<file path="config.mk">
export PLATFORM = sky130hd
export DESIGN_NAME = mux3_arbiter
export DESIGN_NICKNAME = d
export VERILOG_FILES = /design/src/rtl/mux3_arbiter.sv
export SDC_FILE = /design/constraint.sdc
export NUM_CORES = 1
export LEC_CHECK = 0
export ABC_AREA = 1
export CORE_AREA = 2 2 50 52
export DETAILED_ROUTE_END_ITERATION = 7
export DIE_AREA = 0 0 52 54
export GPL_TIMING_DRIVEN = 0
export PLACE_DENSITY = 0.81
export SLEW_MARGIN = 25
export SYNTH_ARGS = -nofsm -noshare
export SYNTH_HDL_FRONTEND = slang
export SYNTH_SLANG_ARGS = --single-unit
</file>
<file path="constraint.sdc">
create_clock -name clk -period 2.2 [get_ports clk]
set_input_delay 0.44 -clock clk [delete_from_list [all_inputs] [get_ports clk]]
set_output_delay 0.44 -clock clk [all_outputs]
set_load 0.005 [all_outputs]
</file>
<file path="src/rtl/mux3_arbiter.sv">
// Round-robin arbiter that owns the select of a shared 3:1 mux.
// One requester holds the mux at a time. The grant is bounded by a hold
// quantum whenever another requester is waiting, so no requester starves.
// grant, sel, valid and expire are all registered.
module mux3_arbiter #(
  parameter int HOLD_MAX = 4,
  parameter int CNT_W    = 8
) (
  input  logic       clk,
  input  logic       rst,
  input  logic [2:0] req,
  output logic [2:0] grant,
  output logic [1:0] sel,
  output logic       valid,
  output logic       expire
);

  typedef enum logic [0:0] {
    ST_IDLE  = 1'b0,
    ST_GRANT = 1'b1
  } state_e;

  localparam logic [CNT_W-1:0] HOLD_C  = CNT_W'(HOLD_MAX);
  localparam logic [CNT_W-1:0] CNT_ONE = CNT_W'(1);

  // Advance an index by one, wrapping modulo 3.
  function automatic logic [1:0] inc3(input logic [1:0] p);
    logic [1:0] r;
    case (p)
      2'd0:    r = 2'd1;
      2'd1:    r = 2'd2;
      default: r = 2'd0;
    endcase
    return r;
  endfunction

  // Convert a requester index to its one-hot grant vector.
  function automatic logic [2:0] onehot(input logic [1:0] idx);
    logic [2:0] r;
    case (idx)
      2'd0:    r = 3'b001;
      2'd1:    r = 3'b010;
      2'd2:    r = 3'b100;
      default: r = 3'b000;
    endcase
    return r;
  endfunction

  // First set bit of r, searching p, p+1, p+2 (mod 3).
  // The result is {found, index}.
  function automatic logic [2:0] rr_pick(input logic [2:0] r, input logic [1:0] p);
    logic [2:0] res;
    logic [1:0] i;
    res = 3'b000;
    i   = p;
    for (int k = 0; k < 3; k++) begin
      if (!res[2] && ((r & onehot(i)) != 3'b000)) begin
        res = {1'b1, i};
      end else begin
        res = res;
      end
      i = inc3(i);
    end
    return res;
  endfunction

  state_e           state_q, state_d;
  logic [2:0]       grant_q, grant_d;
  logic [1:0]       sel_q, sel_d;
  logic             valid_q, valid_d;
  logic             expire_q, expire_d;
  logic [CNT_W-1:0] cnt_q, cnt_d;
  logic [1:0]       ptr_q, ptr_d;

  logic [2:0]       pick_s;
  logic [2:0]       others_s;
  logic [1:0]       nptr_s;
  logic             held_s;

  // Next-state logic: choose the next holder, hold counter and pointer.
  always_comb begin
    state_d  = state_q;
    grant_d  = grant_q;
    sel_d    = sel_q;
    cnt_d    = cnt_q;
    ptr_d    = ptr_q;
    expire_d = 1'b0;
    pick_s   = 3'b000;
    others_s = 3'b000;
    nptr_s   = inc3(sel_q);
    held_s   = ((req & onehot(sel_q)) != 3'b000);

    case (state_q)
      ST_IDLE: begin
        pick_s = rr_pick(req, ptr_q);
        if (pick_s[2]) begin
          state_d = ST_GRANT;
          grant_d = onehot(pick_s[1:0]);
          sel_d   = pick_s[1:0];
          cnt_d   = CNT_ONE;
        end else begin
          grant_d = 3'b000;
        end
      end
      ST_GRANT: begin
        // Candidates other than the holder, searched from the slot after it.
        others_s = req & ~onehot(sel_q);
        pick_s   = rr_pick(others_s, nptr_s);
        if (!held_s) begin
          // Holder released: hand over immediately, or go idle.
          ptr_d = nptr_s;
          if (pick_s[2]) begin
            grant_d = onehot(pick_s[1:0]);
            sel_d   = pick_s[1:0];
            cnt_d   = CNT_ONE;
          end else begin
            state_d = ST_IDLE;
            grant_d = 3'b000;
          end
        end else if ((cnt_q == HOLD_C) && pick_s[2]) begin
          // Quantum used up while another requester waits: preempt.
          ptr_d    = nptr_s;
          grant_d  = onehot(pick_s[1:0]);
          sel_d    = pick_s[1:0];
          cnt_d    = CNT_ONE;
          expire_d = 1'b1;
        end else begin
          // Keep the grant. The counter saturates at the quantum.
          if (cnt_q < HOLD_C) begin
            cnt_d = cnt_q + CNT_ONE;
          end else begin
            cnt_d = cnt_q;
          end
        end
      end
      default: begin
        state_d = ST_IDLE;
        grant_d = 3'b000;
      end
    endcase

    valid_d = (grant_d != 3'b000);
  end

  // State and output registers with asynchronous reset.
  always_ff @(posedge clk or posedge rst) begin
    if (rst) begin
      state_q  <= ST_IDLE;
      grant_q  <= 3'b000;
      sel_q    <= 2'd0;
      valid_q  <= 1'b0;
      expire_q <= 1'b0;
      cnt_q    <= '0;
      ptr_q    <= 2'd0;
    end else begin
      state_q  <= state_d;
      grant_q  <= grant_d;
      sel_q    <= sel_d;
      valid_q  <= valid_d;
      expire_q <= expire_d;
      cnt_q    <= cnt_d;
      ptr_q    <= ptr_d;
    end
  end

  assign grant  = grant_q;
  assign sel    = sel_q;
  assign valid  = valid_q;
  assign expire = expire_q;

endmodule
</file>
==> impl_metrics.xml <==
<?xml version="1.0" encoding="UTF-8"?>
<metrics>
  <group name="run_status">
    <metric name="status" unit="">completed</metric>
  </group>
  <group name="detailed_routing">
    <metric name="detailedRoute.firstIterationViolations" unit="">40</metric>
    <metric name="route.detailed.drc" unit="">0</metric>
    <metric name="drt-vias-per-instance" unit="">5.15</metric>
    <metric name="met1Wirelength" unit="um">960</metric>
    <metric name="number_of_antenna_violating_nets_in_the_routed_design" unit="">0</metric>
    <metric name="drt_wl_total" unit="mm">2.43</metric>
    <metric name="wl_met2" unit="mm">1.32</metric>
    <metric name="firstDrtPassIters" unit="">4</metric>
    <metric name="topRoutingLayerUsed" unit="">met4</metric>
    <metric name="total_via_count_in_the_routed_design" unit="">1077</metric>
    <metric name="wl_per_cell" unit="um">11.6</metric>
    <metric name="dr_wl_met3" unit="um">115</metric>
  </group>
  <group name="placed_design">
    <metric name="hpwl" unit="mm">1.92</metric>
    <metric name="port-buffer-count" unit="">10</metric>
    <metric name="gp_congestion" unit="">0.853</metric>
    <metric name="dpl_worst_slack" unit="ns">-0.0414</metric>
  </group>
  <group name="yosys">
    <metric name="postSynth.asyncResetShare" unit="">1.00</metric>
    <metric name="synth.top_cells.by_area" unit="">sky130_fd_sc_hd__dfrtp_1 (38%), sky130_fd_sc_hd__nand2_1 (11%), sky130_fd_sc_hd__inv_1 (8.8%), sky130_fd_sc_hd__nand3_1 (8.4%), sky130_fd_sc_hd__nor2_1 (5.7%)</metric>
    <metric name="syn-mean-instance-area" unit="sq um">7.20</metric>
    <metric name="yosysTopAreaCellShare" unit="">0.377</metric>
    <metric name="gate_count_post_synth" unit="">166</metric>
    <metric name="synth_seq_area_share" unit="">0.377</metric>
    <metric name="top_reg_cell_synth" unit="">sky130_fd_sc_hd__dfrtp_1</metric>
    <metric name="yosys_warnings" unit="">0</metric>
    <metric name="synth-seq-cells" unit="">18</metric>
    <metric name="synth-edff-count" unit="">0</metric>
    <metric name="mappedNetlistArea" unit="sq um">1190</metric>
    <metric name="synth_cell_types" unit="">26</metric>
    <metric name="top_cells_by_instance_count_after_synthesis" unit="">sky130_fd_sc_hd__nand2_1 (35), sky130_fd_sc_hd__inv_1 (28), sky130_fd_sc_hd__nand3_1 (20)</metric>
    <metric name="post_synthesis_net_count" unit="">173</metric>
    <metric name="most_used_standard_cell_by_instance_count_after_synthesis" unit="">sky130_fd_sc_hd__nand2_1</metric>
    <metric name="synth_top_cell_by_area" unit="">sky130_fd_sc_hd__dfrtp_1</metric>
  </group>
  <group name="final_layout">
    <metric name="area_delta_synth_final" unit="%">13.4</metric>
    <metric name="finish.net_count" unit="">188</metric>
    <metric name="fillers" unit="">212</metric>
    <metric name="area_of_the_multi_input_gates" unit="sq um">587</metric>
    <metric name="regArea" unit="sq um">450</metric>
    <metric name="drive_above_1_share" unit="">0.173</metric>
    <metric name="antenna_cells" unit="">0</metric>
  </group>
  <group name="sta">
    <metric name="finalHoldViolCount" unit="">0</metric>
    <metric name="skew" unit="ns">0.00354</metric>
    <metric name="worst_slew_margin_rel" unit="">0.549</metric>
    <metric name="timing.final.crit_share" unit="">0.884</metric>
    <metric name="max_slew.worst_pin.slew" unit="ns">0.676</metric>
    <metric name="timing.setup.tns" unit="ns">0</metric>
    <metric name="achievable-frequency" unit="MHz">514</metric>
    <metric name="timing.final.max_slew_violations" unit="">0</metric>
    <metric name="period_needed" unit="ns">1.94</metric>
    <metric name="grt_setup_unrepaired" unit="">no</metric>
    <metric name="postLayoutSetupSlackWorst" unit="ns">0.255</metric>
    <metric name="final-setup-viol-count" unit="">0</metric>
    <metric name="holdWs" unit="ns">0.504</metric>
  </group>
  <group name="grt">
    <metric name="number_of_global_route_vias_before_repair" unit="">986</metric>
    <metric name="grt_util_all_layers" unit="">0.195</metric>
    <metric name="antenna_found_initial" unit="">0</metric>
    <metric name="grt_max_degree" unit="">19</metric>
    <metric name="grt_overflow" unit="">0</metric>
    <metric name="grt_pass1_wl" unit="mm">4.05</metric>
  </group>
  <group name="floorplanning">
    <metric name="top_level_ports" unit="">12</metric>
    <metric name="start_util" unit="">0.515</metric>
    <metric name="chipWidth" unit="um">52</metric>
    <metric name="area_enclosed_by_the_die_boundary" unit="sq um">2810</metric>
    <metric name="placeableCoreArea" unit="sq um">2320</metric>
    <metric name="row_count" unit="">18</metric>
    <metric name="chipHeight" unit="um">54</metric>
  </group>
  <group name="clock_tree">
    <metric name="cts_buffers" unit="">3</metric>
    <metric name="ctsRootBufferMaster" unit="">sky130_fd_sc_hd__clkbuf_4</metric>
    <metric name="clk_path_buf_depth" unit="">2</metric>
    <metric name="postCtsSetupRepairBufs" unit="">0</metric>
    <metric name="postCtsHoldBufs" unit="">0</metric>
    <metric name="cts.reportedPaths.clkPinSlew" unit="ns">0.10</metric>
    <metric name="clock_latency" unit="ns">0.29</metric>
    <metric name="ctsHtreeMaxLevel" unit="">1</metric>
    <metric name="cts_resized" unit="">0</metric>
    <metric name="clock_tree_from_tritoncts" unit="">built</metric>
    <metric name="clock-sinks" unit="">18</metric>
  </group>
  <group name="job">
    <metric name="maxCapViolations" unit="">0</metric>
  </group>
  <group name="pwr">
    <metric name="cellPowerDensity" unit="nW/um^2">1270</metric>
    <metric name="power" unit="mW">1.73</metric>
    <metric name="leakagePower" unit="nW">0.726</metric>
    <metric name="ir_worst_vdd" unit="V">0.000819</metric>
  </group>
  <group name="setup_path">
    <metric name="critical_path_capture_point_type" unit="">register</metric>
    <metric name="cp_data_arrival_time" unit="ns">2.12</metric>
    <metric name="cp.required" unit="ns">2.38</metric>
    <metric name="critical_path.startpoint_type" unit="">primary input</metric>
    <metric name="peak_fanout_along_the_critical_path" unit="">7</metric>
    <metric name="setup.worst_path.class" unit="">primary input to register</metric>
  </group>
  <group name="worst_hold_path">
    <metric name="min-delay-path-class" unit="">register to register</metric>
  </group>
</metrics>
final timing paths:
check,from,to,slack (ns),depth (start not counted)
setup / recovery,req[1],valid$_DFF_PP0_,0.26,12
hold / removal,cnt_q[6]$_DFFE_PP0P_,cnt_q[6]$_DFFE_PP0P_,0.50,2
setup reg to reg,ptr_q[0]$_DFFE_PP0P_,valid$_DFF_PP0_,0.49,10
hold reg to reg,cnt_q[6]$_DFFE_PP0P_,cnt_q[6]$_DFFE_PP0P_,0.50,2
max in group asynchronous,rst,ptr_q[0]$_DFFE_PP0P_,1.22,2
min in group asynchronous,rst,cnt_q[1]$_DFFE_PP0P_,0.55,2
metal layers:
metal  global-route usage  vias to the layer above
li1                     -                      541
met4               0.0965                        0
met5                    0                        -
met2                0.376                       35
met3               0.0167                        6
met1                0.213                      495
through the flow:
step	utilization	cells	area, sq um
6_report	0.584	209	1360
5_1_grt	0.584	209	1360
4_1_cts	0.584	209	1360
3_5_place_dp	0.574	206	1330
3_3_place_gp	0.574	206	1330
2_1_floorplan	-	166	1190
worst max-delay path: stages:
cell	delay, ns
sky130_fd_sc_hd__clkdlybuf4s50_1	0.61
sky130_fd_sc_hd__inv_1	0.13
sky130_fd_sc_hd__nor2_2	0.20
sky130_fd_sc_hd__nor2_4	0.08
sky130_fd_sc_hd__nand3_1	0.07
sky130_fd_sc_hd__nand2_1	0.09
sky130_fd_sc_hd__inv_1	0.07
sky130_fd_sc_hd__nor2_1	0.04
sky130_fd_sc_hd__nand2_1	0.05
sky130_fd_sc_hd__nand2_1	0.09
sky130_fd_sc_hd__nor2_1	0.16
sky130_fd_sc_hd__nand3_1	0.09
state kept, by name, indices dropped and copies added (netlist names):
register,count
ptr_q,2
grant,3
valid,1
expire,1
cnt_q,8
sel,2
state_q,1
area by class of cell:
| type | count | share of cell area |
|---|---|---|
| plain buffers | 3 | 0.0157 |
| clock buffers | 3 | 0.0166 |
| inverters | 35 | 0.101 |
| multi-input cells | 110 | 0.433 |
| flip-flops and latches | 18 | 0.332 |
| well taps | 30 | 0.0277 |
| repair buffers | 10 | 0.0739 |
cells in the final DEF (no fill, tap or decap), types with 4 or more instances in the layout:
| cell type | count |
|---|---|
| sky130_fd_sc_hd__clkdlybuf4s50_1 | 10 |
| sky130_fd_sc_hd__dfrtp_1 | 18 |
| sky130_fd_sc_hd__inv_1 | 28 |
| sky130_fd_sc_hd__inv_2 | 5 |
| sky130_fd_sc_hd__nand2_1 | 35 |
| sky130_fd_sc_hd__nand2_4 | 4 |
| sky130_fd_sc_hd__nand3_1 | 20 |
| sky130_fd_sc_hd__nor2_1 | 18 |
| sky130_fd_sc_hd__nor2_2 | 7 |
power breakdown:
group          total, mW  leakage (nW)  internal, mW  switching (mW)
Sequential         0.500         0.232         0.432          0.0677
Clock              0.160        0.0138        0.0637          0.0959
Combinational       1.07         0.481         0.392           0.674
logic make-up after synthesis:
| group | count (synthesis) | share of synthesized area |
|---|---|---|
| AO/OA/AOI/OAI | 11 | 0.0545 |
| buffers and inverters | 38 | 0.132 |
| adder cells (fa/ha/maj) | 2 | 0.0209 |
| AND/OR/NAND/NOR | 97 | 0.416 |
| flip-flops | 18 | 0.377 |
No activity file was read; power rests on OpenSTA's default activity.
==> RTL edit: new RTL, same flow settings <==
Make the reset (`rst`) synchronous in one clocked block. Comments in the files are not updated.
--- a/src/rtl/mux3_arbiter.sv
+++ b/src/rtl/mux3_arbiter.sv
@@ -144,5 +144,5 @@
 
   // State and output registers with asynchronous reset.
-  always_ff @(posedge clk or posedge rst) begin
+  always_ff @(posedge clk) begin
     if (rst) begin
       state_q  <= ST_IDLE;
Formal check against the unedited RTL: differs if rst is asserted again (counterexample within 4 cycles, from zero or initial values and one cycle with rst high); with rst held inactive, the same outputs for 10 cycles.
==> RTL edit against the original RTL <==
Via count is 0.56% lower; highest routed layer unchanged; worst setup slack worse by 0.025 ns; synthesized area is 1.2% lower; clock skew is 0.0029 ns higher; critical path type unchanged; cell area is 0.74% lower; non-clock buffer count is 1 lower; sequential cell count stayed put; power is 5.4% higher; routed wire length is 6.2% lower.
==> RTL edit: results (changes against the original RTL) <==
- Status: complete, no violations (unchanged)
- Critical Path Fanout Max: 6 (was 7)
- Placed Area: 1310 um^2 (was 1330 um^2)
- WL met1: 1030 um (was 960 um)
- Reg with most FFs: cnt_q (unchanged)
- R2R Setup Slk: 0.36 ns (was 0.49 ns)
- First-pass GRT wire length: 4000 um (was 4050 um)
- GP Congestion: 0.894 (was 0.853)
- Pin count of the biggest net entering global routing: 11 (was 19)
- GR Util met1: 24.4% (was 21.3%)
- Async SR Flop Fraction: 0% (was 100%)
- R2r endpoint: cnt_q[1] (was valid)
- Adder-cell share of the synthesized area: 2.12% (was 2.09%)
- Share of cells above drive strength 1: 20.2% (was 17.3%)
- Register area share after synthesis: 30.5% (was 37.7%)
- Min-delay src: cnt_q[5] (was cnt_q[6])
- Post-Place Worst Slack: -0.0826 ns (was -0.0414 ns)
- Worst-path clk slew: 0.11 ns
- Critical path destination: sel[0] (was valid)
- Fin cells: 213 (was 209)
- Vias in the first global route: 924 (was 986)
- Worst VDD drop: 0.000824 V (was 0.000819 V)
- Synth Area in Compound Gates: 10.2% (was 5.45%)
- Final wirelength: 2280 um (was 2430 um)
- WL met2: 1130 um (was 1320 um)
- DPL Wire Length: 1830 um (was 1920 um)
- Sw Share: 48.2% (was 48.5%)
- Clock Power: 0.205 mW (was 0.160 mW)
- GRT met3 Usage: 5.00% (was 1.67%)
- Arrival time at the worst endpoint: 2.17 ns (was 2.12 ns)
- Largest stage delay, worst path: 0.59 ns (was 0.61 ns)
- Global-route met2 utilization: 31.6% (was 37.6%)
- RR Startpoint: sel[1] (was ptr_q[0])
- Register area: 360 um^2 (was 450 um^2)
- Detailed Route Iter0 Violations: 20 (was 40)
- Reg2Reg Depth: 14 (was 10)
- Family with the most delay on the worst path: buffers and inverters (was simple AND/OR/NAND/NOR gates)
- Final nets: 191 (was 188)
- Ant. Diodes: 0 (unchanged)
- Worst Skew: 0.00648 ns (was 0.00354 ns)
- Met3 wire length: 100 um (was 115 um)
- All-Layer GR Usage: 19.1% (was 19.5%)
- Syn_area_per_cell: 6.95 um^2 (was 7.20 um^2)
- P_seq: 0.491 mW (was 0.500 mW)
- Synth Net Count: 177 (was 173)
- Number of buffers added on ports: 9 (was 10)
- Leak: 0.631 nW (was 0.726 nW)
- Int Pwr: 0.941 mW (was 0.888 mW)
- Netlist cell types: 30 (was 26)
- Vias/cell: 5.03 (was 5.15)
- Top cells by count, synth: nand2_1, inv_1, nand3_1 (unchanged)
- Slew margin rel.: 62.4% (was 54.9%)
- Synth top area cells: dfxtp_1, nand2_1, nand3_1, inv_1, nor3_2 (was dfrtp_1, nand2_1, inv_1, nand3_1, nor2_1)
- FILL cells: 219 (was 212)
RTL edit: changes by cell type after synthesis, moves of 5 or more:
cell,unedited run,this run
nor2_1,18,13
nor3_2,0,6
inv_1,28,22
nand2_1,35,43
dfxtp_1,0,18
dfrtp_1,18,0
RTL edit: cell type report:
cell class | instances | share of cell area [%]
Clock buffer | 4 | 2.70
Sequential cell | 18 | 26.8
Buffer | 3 | 1.21
Multi-Input combinational cell | 120 | 51.5
Timing Repair Buffer | 9 | 6.70
Inverter | 29 | 8.28
Tap cell | 30 | 2.79
RTL edit: worst min-delay path by stage:
stage	to	slack, ns	cells after the start
2_1_floorplan	cnt_q[4]	0.43	2
3_3_place_gp	cnt_q[7]	0.44	2
3_5_place_dp	cnt_q[5]	0.45	2
4_1_cts	cnt_q[5]	0.46	2
5_1_grt	cnt_q[5]	0.49	2
6_report	cnt_q[5]	0.46	2
